File: config.mk
export PLATFORM = sky130hd
export DESIGN_NAME = tens_sec_flat
export DESIGN_NICKNAME = d
export VERILOG_FILES = /design/src/rtl/stopwatch_pkg.sv /design/src/rtl/tens_sec_if.sv /design/src/rtl/tens_sec_bcd_seg7.sv /design/src/rtl/tens_sec.sv /design/src/flat_wrapper.sv
export SDC_FILE = /design/constraint.sdc
export NUM_CORES = 1
export LEC_CHECK = 0
export ABC_AREA = 1
export BUFFER_PORTS_ARGS = -buffer_cell sky130_fd_sc_hd__buf_2
export CAP_MARGIN = 20
export CORE_MARGIN = 1.5
export CORE_UTILIZATION = 45
export CTS_BUF_LIST = sky130_fd_sc_hd__clkbuf_2
export CTS_CLUSTER_SIZE = 14
export DETAILED_ROUTE_END_ITERATION = 8
export PLACE_DENSITY = 0.72
export SKIP_CTS_REPAIR_TIMING = 1
export SYNTH_ARGS = -nofsm -noshare
export SYNTH_HDL_FRONTEND = slang
export SYNTH_SLANG_ARGS = --single-unit
File: constraint.sdc
create_clock -name CLK_IN -period 1.3 [get_ports CLK_IN]
set_input_delay 0.065 -clock CLK_IN [delete_from_list [all_inputs] [get_ports CLK_IN]]
set_output_delay 0.065 -clock CLK_IN [all_outputs]
set_load 0.02 [all_outputs]
File: src/rtl/stopwatch_pkg.sv
// Shared definitions for the irrigation countdown stopwatch stages
// (units, tens, minutes).
//   SEG_W            : width of a seven-segment drive vector
//   SEG_A..SEG_G     : bit position of each segment inside a seg_t
//   SEG_0..SEG_9     : high-true patterns for the decimal digits
//   SEG_BLANK        : all segments off (high-true)
//   seg_pattern()    : 4-bit code to high-true pattern; codes >= 10 blank
package stopwatch_pkg;

  localparam int SEG_W = 7;
  typedef logic [SEG_W-1:0] seg_t;

  // a=top, b=upper-right, c=lower-right, d=bottom, e=lower-left,
  // f=upper-left, g=middle
  localparam int SEG_A = 0;
  localparam int SEG_B = 1;
  localparam int SEG_C = 2;
  localparam int SEG_D = 3;
  localparam int SEG_E = 4;
  localparam int SEG_F = 5;
  localparam int SEG_G = 6;

  //                            gfedcba
  localparam seg_t SEG_0     = 7'b0111111;
  localparam seg_t SEG_1     = 7'b0000110;
  localparam seg_t SEG_2     = 7'b1011011;
  localparam seg_t SEG_3     = 7'b1001111;
  localparam seg_t SEG_4     = 7'b1100110;
  localparam seg_t SEG_5     = 7'b1101101;
  localparam seg_t SEG_6     = 7'b1111101;
  localparam seg_t SEG_7     = 7'b0000111;
  localparam seg_t SEG_8     = 7'b1111111;
  localparam seg_t SEG_9     = 7'b1101111;
  localparam seg_t SEG_BLANK = 7'b0000000;

  function automatic seg_t seg_pattern(input logic [3:0] code);
    seg_t p;
    case (code)
      4'd0:    p = SEG_0;
      4'd1:    p = SEG_1;
      4'd2:    p = SEG_2;
      4'd3:    p = SEG_3;
      4'd4:    p = SEG_4;
      4'd5:    p = SEG_5;
      4'd6:    p = SEG_6;
      4'd7:    p = SEG_7;
      4'd8:    p = SEG_8;
      4'd9:    p = SEG_9;
      default: p = SEG_BLANK;
    endcase
    return p;
  endfunction

endpackage

File: src/rtl/tens_sec_if.sv
// Signal bundle of the tens-of-seconds stage.
//   BORROW_IN      : asynchronous borrow from the units stage (rising edge)
//   P              : synchronous level preset
//   G, A           : zone enables, counting allowed when either is high
//   CLK_OUT        : one-cycle borrow pulse to the minutes stage
//   ZERO           : digit == 0
//   ats..gts       : seven-segment drive for the tens digit
// master = stimulus side, slave = the stage itself.
interface tens_sec_if;
  logic BORROW_IN;
  logic P;
  logic G;
  logic A;
  logic CLK_OUT;
  logic ZERO;
  logic ats, bts, cts, dts, ets, fts, gts;

  modport master (
    output BORROW_IN, P, G, A,
    input  CLK_OUT, ZERO, ats, bts, cts, dts, ets, fts, gts
  );

  modport slave (
    input  BORROW_IN, P, G, A,
    output CLK_OUT, ZERO, ats, bts, cts, dts, ets, fts, gts
  );
endinterface

File: src/rtl/tens_sec_bcd_seg7.sv
// bcd_seg7: combinational 4-bit code to seven-segment pattern.
//   code : digit code, values >= 10 produce a blank display
//   seg  : pattern, inverted when ACTIVE_LOW=1 (common-anode display)
module bcd_seg7
  import stopwatch_pkg::*;
#(
  parameter bit ACTIVE_LOW = 1'b1
) (
  input  logic [3:0] code,
  output seg_t       seg
);

  seg_t pat;

  always_comb begin
    pat = seg_pattern(code);
    seg = ACTIVE_LOW ? ~pat : pat;
  end

endmodule

File: src/rtl/tens_sec.sv
// tens_sec: tens-of-seconds digit of the irrigation countdown stopwatch.
// Counts MODULUS-1 down to 0 on each rising edge of the (asynchronous)
// units-stage borrow while G|A, and emits a one-cycle borrow on wrap.
//   CLK_IN, RST_N : system clock, asynchronous active-low reset
//   bus           : tens_sec_if.slave (borrow in/out, preset, enables,
//                   ZERO flag, registered segment drive)
module tens_sec
  import stopwatch_pkg::*;
#(
  parameter int MODULUS        = 6,
  parameter int PRESET         = 5,
  parameter int SYNC_STAGES    = 2,
  parameter bit SEG_ACTIVE_LOW = 1'b1
) (
  input  logic       CLK_IN,
  input  logic       RST_N,
  tens_sec_if.slave  bus
);

  localparam int DW = $clog2(MODULUS);
  typedef logic [DW-1:0] digit_t;

  // Reset shows "0" in whichever polarity the display uses.
  localparam seg_t SEG_RST = SEG_ACTIVE_LOW ? ~SEG_0 : SEG_0;

  logic [SYNC_STAGES-1:0] sync_q, sync_d;
  logic                   prev_q, prev_d;
  digit_t                 digit_q, digit_d;
  logic                   borrow_q, borrow_d;
  seg_t                   seg_q, seg_d, seg_pat;
  logic                   tick, en;

  // Edge detector samples every cycle, including while P is high, so an
  // edge swallowed by a preset is not replayed when P drops.
  assign tick = sync_q[SYNC_STAGES-1] & ~prev_q;
  assign en   = bus.G | bus.A;

  always_comb begin
    sync_d   = {sync_q[SYNC_STAGES-2:0], bus.BORROW_IN};
    prev_d   = sync_q[SYNC_STAGES-1];
    digit_d  = digit_q;
    borrow_d = 1'b0;
    if (bus.P) begin
      digit_d = digit_t'(PRESET);
    end else if (tick && en) begin
      if (digit_q != '0) begin
        digit_d = digit_q - digit_t'(1);
      end else begin
        digit_d  = digit_t'(MODULUS - 1);
        borrow_d = 1'b1;
      end
    end
  end

  bcd_seg7 #(.ACTIVE_LOW(SEG_ACTIVE_LOW)) u_seg (
    .code (4'(digit_q)),
    .seg  (seg_pat)
  );

  // Segments trail the digit register by one cycle.
  always_comb seg_d = seg_pat;

  always_ff @(posedge CLK_IN or negedge RST_N) begin
    if (!RST_N) begin
      sync_q   <= '0;
      prev_q   <= 1'b0;
      digit_q  <= '0;
      borrow_q <= 1'b0;
      seg_q    <= SEG_RST;
    end else begin
      sync_q   <= sync_d;
      prev_q   <= prev_d;
      digit_q  <= digit_d;
      borrow_q <= borrow_d;
      seg_q    <= seg_d;
    end
  end

  assign bus.CLK_OUT = borrow_q;
  assign bus.ZERO    = (digit_q == '0);
  assign bus.ats     = seg_q[SEG_A];
  assign bus.bts     = seg_q[SEG_B];
  assign bus.cts     = seg_q[SEG_C];
  assign bus.dts     = seg_q[SEG_D];
  assign bus.ets     = seg_q[SEG_E];
  assign bus.fts     = seg_q[SEG_F];
  assign bus.gts     = seg_q[SEG_G];

endmodule
File: src/flat_wrapper.sv
// flat-port wrapper written by rule: the top's interface ports become plain ports
module tens_sec_flat import stopwatch_pkg::*;
#(
  parameter int MODULUS        = 6,
  parameter int PRESET         = 5,
  parameter int SYNC_STAGES    = 2,
  parameter bit SEG_ACTIVE_LOW = 1'b1
)
  (CLK_IN, RST_N, bus_BORROW_IN, bus_P, bus_G, bus_A, bus_CLK_OUT, bus_ZERO, bus_ats, bus_bts, bus_cts, bus_dts, bus_ets, bus_fts, bus_gts);
  tens_sec_if bus_i ();
  input  logic CLK_IN;
  input  logic RST_N;
  input wire logic [$bits(bus_i.BORROW_IN)-1:0] bus_BORROW_IN;
  input wire logic [$bits(bus_i.P)-1:0] bus_P;
  input wire logic [$bits(bus_i.G)-1:0] bus_G;
  input wire logic [$bits(bus_i.A)-1:0] bus_A;
  output wire logic [$bits(bus_i.CLK_OUT)-1:0] bus_CLK_OUT;
  output wire logic [$bits(bus_i.ZERO)-1:0] bus_ZERO;
  output wire logic [$bits(bus_i.ats)-1:0] bus_ats;
  output wire logic [$bits(bus_i.bts)-1:0] bus_bts;
  output wire logic [$bits(bus_i.cts)-1:0] bus_cts;
  output wire logic [$bits(bus_i.dts)-1:0] bus_dts;
  output wire logic [$bits(bus_i.ets)-1:0] bus_ets;
  output wire logic [$bits(bus_i.fts)-1:0] bus_fts;
  output wire logic [$bits(bus_i.gts)-1:0] bus_gts;
  assign bus_i.BORROW_IN = bus_BORROW_IN;
  assign bus_i.P = bus_P;
  assign bus_i.G = bus_G;
  assign bus_i.A = bus_A;
  assign bus_CLK_OUT = bus_i.CLK_OUT;
  assign bus_ZERO = bus_i.ZERO;
  assign bus_ats = bus_i.ats;
  assign bus_bts = bus_i.bts;
  assign bus_cts = bus_i.cts;
  assign bus_dts = bus_i.dts;
  assign bus_ets = bus_i.ets;
  assign bus_fts = bus_i.fts;
  assign bus_gts = bus_i.gts;
  tens_sec #(.MODULUS(MODULUS), .PRESET(PRESET), .SYNC_STAGES(SYNC_STAGES), .SEG_ACTIVE_LOW(SEG_ACTIVE_LOW)) u_core (.CLK_IN(CLK_IN), .RST_N(RST_N), .bus(bus_i));
endmodule
==> impl_metrics.py, run 1 <==
metrics = {
    "run_status": {
        "status": "finished clean",
    },
    "synth": {
        "syn_area_per_cell_um2": 9.970,
        "ys_types": 13,
        "syn_inst": 63,
        "yosys.area.top_type": "dfrtp_1",
        "yosys_warnings": 0,
        "syn_area_um2": 628.1,
        "synthTopCellsByArea": "dfrtp_1, ha_1, nand2_1, inv_1, nand3_1",
        "synth_top_area_share_pct": 51.79,
        "yosysSeqAreaShare_pct": 55.98,
        "syn_nets": 75,
        "yosys_register_bits": 14,
    },
    "floorplan": {
        "start_util_pct": 48.27,
        "die_area_um2": 1629,
        "core_um2": 1301,
        "ios": 15,
        "fp.dieH_um": 40.36,
        "row_count": 13,
        "fp.dieW_um": 40.36,
    },
    "power": {
        "leakagePower_nw": 0.4664,
        "peakVddDrop_v": 0.0005699,
        "power.density_nw_per_um2": 1159,
    },
    "cells_and_area": {
        "diodes": 0,
        "area_delta_synth_final_pct": 31.67,
        "layout_common_cells": "nand2_1, buf_2, dfrtp_1",
        "post-route-util_pct": 63.56,
        "nets": 103,
        "finalNonFillerCells": 105,
        "drive_gt1_share_pct": 36.67,
    },
    "placement": {
        "pre_cts_slack_ns": 0.1416,
        "hpwlAfterDp_um": 770.4,
        "place_inst": 93,
        "routabilityCongestion": 0.8809,
        "port-buffer-count": 14,
    },
    "route": {
        "vias_per_cell": 4.562,
        "wl_um": 1213,
        "dr.first_iter.drc_count": 10,
        "dr.pass1.iters": 4,
        "drcViolationCount": 0,
        "antenna_left": 0,
        "vias": 479,
        "wl_per_cell_um": 11.55,
    },
    "worst_setup_path": {
        "reg2reg_from": "u_core.digit_q[0]$_DFFE_PN0P_",
        "cp-startpoint": "u_core.digit_q[0]$_DFFE_PN0P_",
        "start_kind": "flip-flop",
        "end_kind": "output pin",
        "crit_required_ns": 1.24,
        "criticalPathCategory": "reg2out",
        "crit_fanout": 4,
        "arrival_ns": 1.23,
    },
    "clocking": {
        "cts-root-buf": "clkbuf_2",
        "path_clk_slew_ns": 0.13,
        "clockBufferDepth": 2,
        "cts_inserted_buffers": 3,
        "cts_tree": "done",
        "clk_latency_ns": 0.29,
        "cts_sinks": 14,
        "htree_levels": 1,
    },
    "grt": {
        "grtUsageMet1_pct": 21.13,
        "gr-total-overflow": 0,
        "grt_max_degree": 15,
        "first_global_vias": 393,
        "busiest_layer": "met2",
        "grt_pass1_wl_um": 1649,
        "antenna_found_initial": 0,
        "use_met2_pct": 24.21,
        "grt.total_usage_pct": 16.16,
        "use_met3_pct": 1.667,
    },
    "run": {
        "maxCapViolations": 0,
    },
    "timing": {
        "report.final.slew_viol_count": 0,
        "rsz0062_at_grt": "yes",
        "min_period_over_period_pct": 99.27,
        "slew_headroom_pct": 78.43,
        "whs_ns": 0.1790,
        "hold_viol_final": 0,
        "max_freq_mhz": 774.9,
        "setup_tns_ns": 0,
        "final.min_clock_period_ns": 1.291,
        "skew_ns": 0.01029,
        "setup_violations": 0,
        "fin_ws_ns": 0.009454,
        "worst_slew_pin_slew_ns": 0.3235,
    },
    "min_path": {
        "hp-class": "in2async",
    },
}
==> cells in the mapped netlist <==
cell	n
nand3_1	6
nand2_4	1
nand2_1	13
nor3_1	1
o21ai_0	3
inv_1	9
inv_4	2
dfstp_2	1
buf_6	1
ha_1	6
dfrtp_1	13
nor2_4	1
nor2_1	6
==> path summary, 6_finish.rpt <==
path	endpoint	slack, ns	cells past startpoint
worst max-delay path	bus_ZERO	0.009	5
worst max register to register	u_core.digit_q[1]$_DFFE_PN0P_	0.09	6
min in group CLK_IN	u_core.digit_q[1]$_DFFE_PN0P_	0.21	5
worst min register to register	u_core.sync_q[1]$_DFF_PN0_	0.37	0
worst min-delay path	u_core.digit_q[1]$_DFFE_PN0P_	0.18	2
max in group asynchronous	u_core.seg_q[6]$_DFF_PN1_	0.82	2
==> per-stage QoR <==
step,instance area [um^2],power (mW)
after CTS,740.7,0.9191
after global placement,720.7,0.6999
after floorplan,628.1,0.6353
final,827.0,0.9582
after global routing,827.0,1.014
after detailed placement,720.7,0.7045
==> registers in the layout, summed over array words and instances, names as in the netlist <==
| signal | cells |
|---|---|
| u_core.seg_q | 7 |
| u_core.digit_q | 3 |
| u_core.sync_q | 2 |
| u_core.bus.CLK_OUT | 1 |
| u_core.prev_q | 1 |
==> kinds of logic after synthesis <==
logic type	after synthesis	share of synthesized area (%)
DFF	14	55.98
and+or+nand+nor	28	20.52
adders and majority gates	6	11.95
AOI/OAI and AO/OA	3	2.390
buffers and inverters	12	9.163
==> critical path: stages, from the launching register on <==
cell and delay [ns]:
dfrtp_1 0.42, inv_2 0.10, ha_4 0.16, nand2_4 0.06, inv_4 0.07, buf_6 0.11
==> area by class of cell <==
class | count | area (um^2)
Inverter | 11 | 46.29
Multi-Input combinational cell | 37 | 231.5
Timing Repair Buffer | 24 | 158.9
Tap cell | 15 | 18.77
Clock buffer | 4 | 20.02
Sequential cell | 14 | 351.6
Fill cell | 117 | 474.2
==> power breakdown <==
part / internal [mW] / leakage [nW] / switching, mW
Clock: 0.0815 / 0.0166 / 0.139
Sequential: 0.477 / 0.167 / 0.0175
Combinational: 0.101 / 0.283 / 0.142
==> layer usage <==
| metal | vias to the layer above | wire [um] |
|---|---|---|
| met2 | 12 | 602 |
| li1 | 245 | - |
| met4 | 0 | 44 |
| met3 | 5 | 33 |
| met1 | 217 | 533 |
| met5 | - | 0 |
Power figures use the tool's default switching activity.
==> inputs of run 2 (changes only) <==
--- a/config.mk
+++ b/config.mk
@@ -8,13 +8,15 @@
 export ABC_AREA = 1
 export BUFFER_PORTS_ARGS = -buffer_cell sky130_fd_sc_hd__buf_2
 export CAP_MARGIN = 20
+export CORE_ASPECT_RATIO = 1.1
 export CORE_MARGIN = 1.5
 export CORE_UTILIZATION = 45
 export CTS_BUF_LIST = sky130_fd_sc_hd__clkbuf_2
 export CTS_CLUSTER_SIZE = 14
 export DETAILED_ROUTE_END_ITERATION = 8
-export PLACE_DENSITY = 0.72
+export PLACE_DENSITY = 0.68
 export SKIP_CTS_REPAIR_TIMING = 1
 export SYNTH_ARGS = -nofsm -noshare
 export SYNTH_HDL_FRONTEND = slang
+export SYNTH_HIERARCHICAL = 1
 export SYNTH_SLANG_ARGS = --single-unit
==> constraint.sdc (replaced) <==
create_clock -name CLK_IN -period 1.42 [get_ports CLK_IN]
set_input_delay 0.071 -clock CLK_IN [delete_from_list [all_inputs] [get_ports CLK_IN]]
set_output_delay 0.071 -clock CLK_IN [all_outputs]
set_load 0.02 [all_outputs]
==> run 2 against run 1 <==
Compared with the run above: total power shrank 14%; clock skew fell by 0.0081 ns; register-to-register slack better by 0.14 ns; combinational power is 25% lower; cell count grew 9.5%; critical endpoint unchanged.
==> impl_metrics.py, run 2 <==
metrics = {
    "timing": {
        "skew_ns": 0.002157,
        "min_period_over_period_pct": 91.29,
        "max_freq_mhz": 771.5,
        "setup_tns_ns": 0,
        "report.final.slew_viol_count": 0,
        "setup_violations": 0,
        "hold_viol_final": 0,
        "rsz0062_at_grt": "no",
        "final.min_clock_period_ns": 1.296,
    },
    "cells_and_area": {
        "final_common_cell": "nand2_1",
        "drive_gt1_share_pct": 34.34,
        "seqCellArea_um2": 352.8,
        "largest-register": "u_core/seg_q",
        "fillers": 135,
        "diodes": 0,
        "area_delta_synth_final_pct": 22.86,
        "post-route-util_pct": 59.76,
        "multi_input_area_um2": 271.5,
        "layout_common_cells": "nand2_1, buf_2, dfrtp_1",
        "nets": 111,
        "reg_top3": "u_core/seg_q x7, u_core/digit_q x3, u_core/sync_q x2",
        "largest_reg_flops": 7,
    },
    "synth": {
        "synth_common_cells": "nand2_1, dfrtp_1, inv_1",
        "synth_edf_count": 0,
        "yosysMostFrequentCell": "nand2_1",
        "async_flop_share_pct": 100.0,
        "yosys.area.top_type": "dfrtp_1",
        "ys.flop_type": "dfrtp_1",
        "yosys_warnings": 6,
        "syn_area_um2": 673.1,
        "yosysSeqAreaShare_pct": 52.23,
        "syn_inst": 76,
        "synth_top_area_share_pct": 48.33,
        "ys_types": 18,
        "syn_area_per_cell_um2": 8.857,
        "yosys_register_bits": 14,
        "synthTopCellsByArea": "dfrtp_1, nand2_1, ha_1, inv_1, dfstp_2",
    },
    "power": {
        "power.density_nw_per_um2": 993.3,
        "peakVddDrop_v": 0.0006314,
        "leakagePower_nw": 0.4645,
    },
    "worst_setup_path": {
        "end_kind": "output pin",
        "arrival_ns": 1.23,
        "crit_required_ns": 1.35,
        "criticalPathCategory": "reg2out",
        "r2r-end": "u_core/seg_q[3]$_DFF_PN0_",
        "slowest_delay_ns": 0.39,
        "crit_fanout": 8,
        "reg2reg_from": "u_core/digit_q[0]$_DFFE_PN0P_",
        "reg2regPathDepth": 5,
        "crit_chain": "buf_4 -> nor2_2 -> nand2_2 -> inv_1 -> buf_2",
        "start_kind": "flip-flop",
        "rrSetupSlack_ns": 0.23,
        "cpMaxStageDelayCell": "dfrtp_1",
    },
    "min_path": {
        "hp-class": "in2async",
    },
    "floorplan": {
        "row_count": 14,
        "ios": 15,
        "core_um2": 1384,
        "fp.dieW_um": 39.88,
        "die_area_um2": 1737,
        "start_util_pct": 48.64,
        "fp.dieH_um": 43.57,
    },
    "grt": {
        "grt_pass1_wl_um": 1959,
        "antenna_found_initial": 0,
        "grt_max_degree": 15,
        "grt.total_usage_pct": 16.94,
        "gr-total-overflow": 0,
        "first_global_vias": 482,
    },
    "clocking": {
        "cts_tree": "done",
        "cts_sinks": 14,
        "clockBufferDepth": 2,
        "path_clk_slew_ns": 0.12,
        "cts_inserted_buffers": 3,
        "htree_levels": 1,
        "cts-root-buf": "clkbuf_2",
        "clk_latency_ns": 0.26,
    },
    "route": {
        "dr.pass1.iters": 4,
        "vias_per_cell": 4.435,
        "drcViolationCount": 0,
        "wl_per_cell_um": 9.304,
        "vias": 510,
        "dr.first_iter.drc_count": 3,
        "wl_um": 1070,
        "antenna_left": 0,
    },
    "placement": {
        "routabilityCongestion": 0.7453,
        "port-buffer-count": 14,
        "hpwlAfterDp_um": 831.8,
    },
    "run_status": {
        "status": "finished clean",
    },
    "run": {
        "maxCapViolations": 0,
    },
}
run 2: cell count changes after synthesis, moves of 2 or more:
cell	delta
nand2_2	+2
inv_4	-2
nor2_1	-5
nor2_2	+2
o21ai_0	-3
nand2_1	+12
inv_2	+5
run 2: cell type report:
cell class	instances	share of cell area [%]
inverters	15	6.808
clock inverters	1	0.4539
clock buffers	3	1.815
flip-flops and latches	14	42.66
multi-input cells	48	32.83
well taps	16	2.421
repair buffers	18	13.01
run 2: through the flow:
stage | hold slack (ns) | worst slack [ns] | cells | cell area (um^2) | total power [mW]
after floorplan | -0.2246 | 0.2947 | 77 | 676.9 | 0.5856
after global placement | -0.02599 | 0.2985 | 108 | 774.5 | 0.6407
after detailed placement | -0.02260 | 0.2610 | 108 | 774.5 | 0.6475
after CTS | -0.3436 | 0.07732 | 112 | 793.3 | 0.8318
after global routing | 0.1834 | 0.001503 | 115 | 827.0 | 0.8930
final | 0.2074 | 0.1237 | 115 | 827.0 | 0.8215
run 2: how the worst max path moves through the flow:
| stage | slack (ns) | to | startpoint | cells after the start |
|---|---|---|---|---|
| floorplan | 0.29 | u_core/seg_q[3]$_DFF_PN0_ | u_core/digit_q[1]$_DFFE_PN0P_ | 5 |
| global placement | 0.30 | u_core/seg_q[3]$_DFF_PN0_ | u_core/digit_q[0]$_DFFE_PN0P_ | 5 |
| detailed placement | 0.26 | u_core/seg_q[3]$_DFF_PN0_ | u_core/digit_q[0]$_DFFE_PN0P_ | 5 |
| CTS | 0.08 | bus_ZERO | u_core/digit_q[1]$_DFFE_PN0P_ | 5 |
| global route | 0.002 | bus_ZERO | u_core/digit_q[1]$_DFFE_PN0P_ | 5 |
| finish | 0.12 | bus_ZERO | u_core/digit_q[1]$_DFFE_PN0P_ | 5 |
run 2: logic make-up (layout without fill, tap and decap cells):
group	count (synthesis)	after routing	synth area share, %
DFF	14	14	52.23
buffers and inverters	15	37	8.364
adders and majority gates	5	5	9.294
and+or+nand+nor	39	39	27.51
other	1	2	0.5571
AOI/OAI and AO/OA	2	2	2.044
run 2: power breakdown:
| part | leakage (nW) | internal [mW] | switching [mW] | total, mW |
|---|---|---|---|---|
| clock network | 0.0140 | 0.0612 | 0.115 | 0.176 |
| logic | 0.289 | 0.0643 | 0.117 | 0.182 |
| registers | 0.162 | 0.440 | 0.0239 | 0.464 |
| total | 0.464 | 0.566 | 0.256 | 0.822 |
run 2: critical path, delay by kind of cell, from the launching register on:
| kind | cells | cell delay [ns] |
|---|---|---|
| flip-flops | 1 | 0.39 |
| buffers and inverters | 3 | 0.38 |
| AND/OR/NAND/NOR | 2 | 0.20 |
run 2: metal layers:
| layer | global-route usage, % | vias to the layer above | wire, um | share of wire, % |
|---|---|---|---|---|
| li1 | - | 274 | - | - |
| met1 | 20.20 | 223 | 456 | 43 |
| met2 | 27.10 | 11 | 568 | 53 |
| met3 | 1.538 | 2 | 31 | 2.9 |
| met4 | 12.41 | 0 | 14 | 1.3 |
| met5 | 0 | - | 0 | 0 |
